[src/rtl/mnist_image_streamer.sv]
// mnist_image_streamer: quantizes 64 raster pixels to 2 bits, packs them
// four per byte, then drives the inference core and returns its result.
// Ports:
//   clk, rst_n                      clock, async active-low reset
//   pix_valid/pix_data/pix_ready    8-bit pixel input stream
//   core_start/core_pixels          start pulse + 16 packed bytes to core
//   core_done/core_prediction       completion + digit from core
//   result_valid/result_ready       result handshake
//   result_digit/result_timeout     digit (4'hF on timeout), error flag
//   busy                            high outside COLLECT
module mnist_image_streamer #(
  parameter logic [7:0]  THRESH1 = 8'd64,
  parameter logic [7:0]  THRESH2 = 8'd128,
  parameter logic [7:0]  THRESH3 = 8'd192,
  parameter logic [15:0] TIMEOUT = 16'd8191
) (
  input  logic       clk,
  input  logic       rst_n,
  input  logic       pix_valid,
  input  logic [7:0] pix_data,
  output logic       pix_ready,
  output logic       core_start,
  output logic [7:0] core_pixels,
  input  logic       core_done,
  input  logic [3:0] core_prediction,
  output logic       result_valid,
  input  logic       result_ready,
  output logic [3:0] result_digit,
  output logic       result_timeout,
  output logic       busy
);

  typedef enum logic [2:0] {
    S_COLLECT,
    S_START,
    S_STREAM,
    S_WAIT,
    S_RESULT
  } state_t;

  state_t      r_state;
  state_t      w_state_nxt;
  logic [7:0]  r_buf [16];
  logic [5:0]  r_pix_cnt;
  logic [5:0]  w_pix_cnt_nxt;
  logic [3:0]  r_byte_cnt;
  logic [3:0]  w_byte_cnt_nxt;
  logic [15:0] r_wait_cnt;
  logic [15:0] w_wait_cnt_nxt;
  logic        r_pix_ready;
  logic        r_core_start;
  logic        w_core_start_nxt;
  logic [7:0]  r_core_pixels;
  logic [7:0]  w_core_pixels_nxt;
  logic        r_result_valid;
  logic        w_result_valid_nxt;
  logic [3:0]  r_result_digit;
  logic [3:0]  w_result_digit_nxt;
  logic        r_result_timeout;
  logic        w_result_timeout_nxt;
  logic        r_busy;
  logic        w_accept;
  logic [1:0]  w_q;

  assign w_accept = (r_state == S_COLLECT)
                  && pix_valid && r_pix_ready;

  always_comb begin
    w_q = 2'd3;
    if (pix_data < THRESH1) begin
      w_q = 2'd0;
    end else if (pix_data < THRESH2) begin
      w_q = 2'd1;
    end else if (pix_data < THRESH3) begin
      w_q = 2'd2;
    end
  end

  // Buffer is deliberately not reset: every byte is rewritten each frame.
  always_ff @(posedge clk) begin
    if (w_accept) begin
      r_buf[r_pix_cnt[5:2]][{r_pix_cnt[1:0], 1'b0} +: 2] <= w_q;
    end
  end

  always_comb begin
    w_state_nxt          = r_state;
    w_pix_cnt_nxt        = r_pix_cnt;
    w_byte_cnt_nxt       = r_byte_cnt;
    w_wait_cnt_nxt       = r_wait_cnt;
    w_core_start_nxt     = 1'b0;
    w_core_pixels_nxt    = 8'd0;
    w_result_valid_nxt   = r_result_valid;
    w_result_digit_nxt   = r_result_digit;
    w_result_timeout_nxt = r_result_timeout;
    unique case (r_state)
      S_COLLECT: begin
        if (w_accept) begin
          w_pix_cnt_nxt = r_pix_cnt + 6'd1;
          if (r_pix_cnt == 6'd63) begin
            w_state_nxt      = S_START;
            w_core_start_nxt = 1'b1;
          end
        end
      end
      S_START: begin
        // Preload byte 0 so it is on the bus the cycle after start.
        w_core_pixels_nxt = r_buf[0];
        w_byte_cnt_nxt    = 4'd0;
        w_state_nxt       = S_STREAM;
      end
      S_STREAM: begin
        if (r_byte_cnt == 4'd15) begin
          w_state_nxt    = S_WAIT;
          w_wait_cnt_nxt = 16'd0;
        end else begin
          w_core_pixels_nxt = r_buf[r_byte_cnt + 4'd1];
          w_byte_cnt_nxt    = r_byte_cnt + 4'd1;
        end
      end
      S_WAIT: begin
        if (core_done) begin
          w_result_digit_nxt   = core_prediction;
          w_result_timeout_nxt = 1'b0;
          w_result_valid_nxt   = 1'b1;
          w_state_nxt          = S_RESULT;
        end else if (r_wait_cnt == TIMEOUT) begin
          w_result_digit_nxt   = 4'hF;
          w_result_timeout_nxt = 1'b1;
          w_result_valid_nxt   = 1'b1;
          w_state_nxt          = S_RESULT;
        end else begin
          w_wait_cnt_nxt = r_wait_cnt + 16'd1;
        end
      end
      S_RESULT: begin
        // Hold off until the core drops done so it is idle on restart.
        if (result_ready && !core_done) begin
          w_result_valid_nxt = 1'b0;
          w_pix_cnt_nxt      = 6'd0;
          w_state_nxt        = S_COLLECT;
        end
      end
      default: begin
        w_state_nxt = S_COLLECT;
      end
    endcase
  end

  always_ff @(posedge clk or negedge rst_n) begin
    if (!rst_n) begin
      r_state          <= S_COLLECT;
      r_pix_cnt        <= 6'd0;
      r_byte_cnt       <= 4'd0;
      r_wait_cnt       <= 16'd0;
      r_pix_ready      <= 1'b1;
      r_busy           <= 1'b0;
      r_core_start     <= 1'b0;
      r_core_pixels    <= 8'd0;
      r_result_valid   <= 1'b0;
      r_result_digit   <= 4'd0;
      r_result_timeout <= 1'b0;
    end else begin
      r_state          <= w_state_nxt;
      r_pix_cnt        <= w_pix_cnt_nxt;
      r_byte_cnt       <= w_byte_cnt_nxt;
      r_wait_cnt       <= w_wait_cnt_nxt;
      r_pix_ready      <= (w_state_nxt == S_COLLECT);
      r_busy           <= (w_state_nxt != S_COLLECT);
      r_core_start     <= w_core_start_nxt;
      r_core_pixels    <= w_core_pixels_nxt;
      r_result_valid   <= w_result_valid_nxt;
      r_result_digit   <= w_result_digit_nxt;
      r_result_timeout <= w_result_timeout_nxt;
    end
  end

  assign pix_ready      = r_pix_ready;
  assign busy           = r_busy;
  assign core_start     = r_core_start;
  assign core_pixels    = r_core_pixels;
  assign result_valid   = r_result_valid;
  assign result_digit   = r_result_digit;
  assign result_timeout = r_result_timeout;

endmodule

[config.mk]
export PLATFORM = sky130hd
export DESIGN_NAME = mnist_image_streamer
export DESIGN_NICKNAME = d
export VERILOG_FILES = /design/src/rtl/mnist_image_streamer.sv
export SDC_FILE = /design/constraint.sdc
export NUM_CORES = 1
export LEC_CHECK = 0
export BUFFER_PORTS_ARGS = -buffer_cell sky130_fd_sc_hd__buf_2
export CAP_MARGIN = 30
export CORE_MARGIN = 3
export CORE_UTILIZATION = 60
export DETAILED_ROUTE_END_ITERATION = 6
export PLACE_DENSITY = 0.78
export SYNTH_ARGS = -nofsm -noshare
export SYNTH_HDL_FRONTEND = slang
export SYNTH_SLANG_ARGS = --single-unit
[constraint.sdc]
create_clock -name clk -period 4.2 [get_ports clk]
set_input_delay 0 -clock clk [delete_from_list [all_inputs] [get_ports clk]]
set_output_delay 0 -clock clk [all_outputs]
set_load 0.1 [all_outputs]
==> impl_summary.log <==
INFO  metric run_status = complete, but fails checks
INFO  metric violations = DRC
INFO  metric synthArstFlopShare = 26.4%
INFO  metric most-common-layout-cells = 128 x edfxtp_1, 99 x nor2_1, 62 x nand2_1
INFO  metric mappedNetlistNets = 585
INFO  metric route.top_layer_used = met4
INFO  metric critical_path.endpoint_type = flip-flop
INFO  metric arrival = 3.06 ns
INFO  metric synthesis.yosys.warnings = 0
INFO  metric routed-wl-met2 = ~7800 um
INFO  metric detail_route.vias_per_cell = 6.10
INFO  metric cts_max_path_buffers = 2
INFO  metric critical_path_buf_inv_count = 1
INFO  metric gp_routability_congestion = 0.891
INFO  metric timing.final.crit_period = around 2.8 ns
INFO  metric synth_ff_type = edfxtp_1
INFO  metric post_cts_buffers = 0
INFO  metric worst-endpoint-required = between 4 and 5 ns
INFO  metric fmax = 363 MHz
INFO  metric route.detailed.drc = 2
INFO  metric clkSlewWorstSetupHoldPaths = about 0.060 ns
INFO  metric cp_slowest_stage_delay = 0.56 ns
INFO  metric rsz_0062_raised_after_global_routing = no
INFO  metric synth_enable_flop_cells = between 100 and 150
INFO  metric drive_above_1_share = 17.6%
INFO  metric cts-buffers-inserted = 17
INFO  metric clock_power_share = approximately a quarter
INFO  metric internal-power = 3.77 mW
INFO  metric critPathKind = flip-flop to flip-flop
INFO  metric worst_ir_drop_vdd = 0.000412 V
INFO  metric clk_latency_worst_skew_pair = 0.43 ns
INFO  metric placement.io_buffers = 27
INFO  metric initial_core_util = 62.0%
INFO  metric power.share.combinational = between 30% and 40%
INFO  metric grt_max_degree = 33
INFO  metric cts_root_buffer = clkbuf_16
INFO  metric path_max_fanout = 32
INFO  metric clock_sinks = 174
INFO  metric grt_pass1_wl = 25600 um
INFO  metric total_routing_usage_gr = 23.9%
INFO  metric cts_resized = 0
INFO  metric path_delay_family = XOR/XNOR gates
INFO  metric synth.lib_cells_used.distinct = 54
INFO  metric p_leak = between 3 and 4 nW
INFO  metric core_region_area = 12200 sq um
INFO  metric timing_max_transition_violations_final = 0
INFO  metric hold_viol_final = 0
INFO  metric powerDensity = between 700 and 800 nW/um^2
INFO  metric power.share.switching = 38.4%
INFO  metric grt_antenna_before_repair = 0
INFO  metric netSwitchingPower = 2.35 mW
INFO  metric dr_total_vias = between 4000 and 5000
INFO  metric setup_total_negative_slack = 0 ns
INFO  metric synthCells = 560
INFO  metric antennaDiodeCount = 0
INFO  metric yosys_register_bits = approximately 170
INFO  metric post-dp-hpwl = 10500 um
INFO  metric max-cap-violations = 0
INFO  metric hold_path_class = primary input to asynchronous set/reset pin
INFO  metric routed_wirelength = 15900 um
INFO  metric row_count = 40
INFO  metric num-nets-final = ~630
INFO  metric boundaryPins = 34
INFO  metric routed-wl-met3 = 1060 um
INFO  metric area.growth.synth_to_final = 13.3%
INFO  metric setup_violations = 0
INFO  metric die_w = ~120 um
INFO  metric h_tree_depth = 4
INFO  metric final_common_cell = edfxtp_1
INFO  metric gr-total-overflow = 0
INFO  metric detail_route.wirelength.met1 = 6690 um
INFO  metric final_antenna_net_count = 0
INFO  metric critPathLaunchType = flip-flop
INFO  metric chipHeight = 118 um
INFO  metric timing_worst_slew_pin_value = 1.01 ns
INFO  metric cts.hold.buffers_added = 6
INFO  metric worst_hold_slack = 0.0499 ns
INFO  metric synth_sequential_area_ratio = 66.2%
INFO  metric number_of_global_route_vias_before_repair = ~4800
INFO  metric p_seq_share = 35.9%
INFO  metric post_synth_instance_area = 7540 sq um
INFO  metric fp.dieArea = about 14000 sq um
INFO  metric drtIter0Drc = 470
INFO  metric cpMaxStageDelayCell = xor2_4
INFO  metric slew_headroom = 32.2%
INFO  metric drt-pass1-iter-count = 7
INFO  metric routedWlPerCell = a little over 20 um
INFO  metric totalPowerFinal = approximately 6 mW
INFO  metric crit_chain = ha_1 -> xor2_4 -> buf_4 -> mux2i_1 -> a32o_1 -> nor3_1 -> a221o_1
INFO  metric syn_area_per_cell = 13.5 sq um
INFO  metric number_of_inserted_filler_cells_in_the_final_layout = 804
INFO  metric fin_crit_share = between 60% and 70%
INFO  metric fin_worst_skew = 0.00961 ns
INFO  metric tritoncts = yes
## state kept, by name (all words and copies together), names as in the netlist
name            count
busy                1
core_pixels         8
core_start          1
pix_ready           1
r_buf             128
r_byte_cnt          4
r_pix_cnt           6
r_state             3
r_wait_cnt         16
result_digit        4
result_timeout      1
result_valid        1
## cell type report
class / count / area (sq um) / share of cell area, %
Sequential cell: 174 / 5000 / 58.5
Clock buffer: 22 / 484 / 5.67
Clock inverter: 10 / 87.6 / 1.03
Multi-Input combinational cell: 357 / 2450 / 28.6
Timing Repair Buffer: 45 / 298 / 3.49
Tap cell: 168 / 210 / 2.46
Inverter: 6 / 22.5 / 0.264
## metal layers
| layer | up-vias | track usage, % |
|---|---|---|
| met3 | 25 | 4.57 |
| met4 | 0 | 8.94 |
| li1 | 2148 | - |
| met2 | 184 | 38.3 |
| met1 | 2415 | 33.1 |
| met5 | - | 0 |
## power by group through the flow
stage	logic, mW	clock network (mW)	registers, mW
after floorplan	1.39	0	2.65
after global placement	2.29	0	2.22
after detailed placement	2.38	0	2.23
after CTS	2.40	1.51	2.20
after global routing	2.58	1.59	2.22
final	2.42	1.50	2.20
## synthesized netlist by cell type, types with 5 or more instances
master    instances  area, sq um
a221o_1           7         70.1
a32o_1           14          140
buf_2             9         45.0
clkbuf_1         11         41.3
dfrtp_1          45         1130
edfxtp_1        128         3840
ha_1              8          100
inv_1             5         18.8
mux2_2           10          113
mux2i_1          16          160
mux4_2           16          360
nand2_1          62          233
nand2b_1          9         56.3
nand3_1          16         80.1
nand3b_1          5         37.5
nand4_1           7         43.8
nor2_1           99          372
nor2b_1           7         43.8
nor3_1           12         60.1
o21ai_0           5         25.0
xnor2_1           7         61.3
xor2_1           12          105
## cell families after synthesis
| logic type | count (synthesis) | synth area share, % |
|---|---|---|
| muxes | 42 | 8.39 |
| adders and majority gates | 8 | 1.33 |
| DFF | 174 | 66.2 |
| AOI/OAI and AO/OA | 43 | 4.83 |
| buffers and inverters | 29 | 1.74 |
| xor gates and xnor gates | 19 | 2.21 |
| and+or+nand+nor | 245 | 15.3 |
## stage by stage
step                cells  utilization, %  cell area (sq um)  setup WS, ns
floorplan             560               -               7540          1.84
global placement      738            64.6               7860          1.58
detailed placement    741            64.9               7890          1.47
CTS                   779            70.1               8520          1.45
global route          782            70.3               8540          1.26
finish                782            70.3               8540          1.45
## worst paths after layout
path                                       startpoint                           to  slack, ns  depth (start not counted)
hold reg to reg            result_timeout$_DFFE_PN0P_   result_timeout$_DFFE_PN0P_       0.48                          1
setup / recovery            r_byte_cnt[1]$_DFFE_PN0P_     core_pixels[1]$_DFF_PN0_       1.45                          7
min in group clk                          pix_data[6]       r_buf[15][4]$_DFFE_PP_       0.05                          3
setup reg to reg            r_byte_cnt[1]$_DFFE_PN0P_     core_pixels[1]$_DFF_PN0_       1.45                          7
max in group asynchronous                       rst_n          pix_ready$_DFF_PN1_       3.57                          3
hold / removal                                  rst_n  result_digit[0]$_DFFE_PN0P_       0.05                          2
Note: power is estimated with default switching activity, not from simulation.
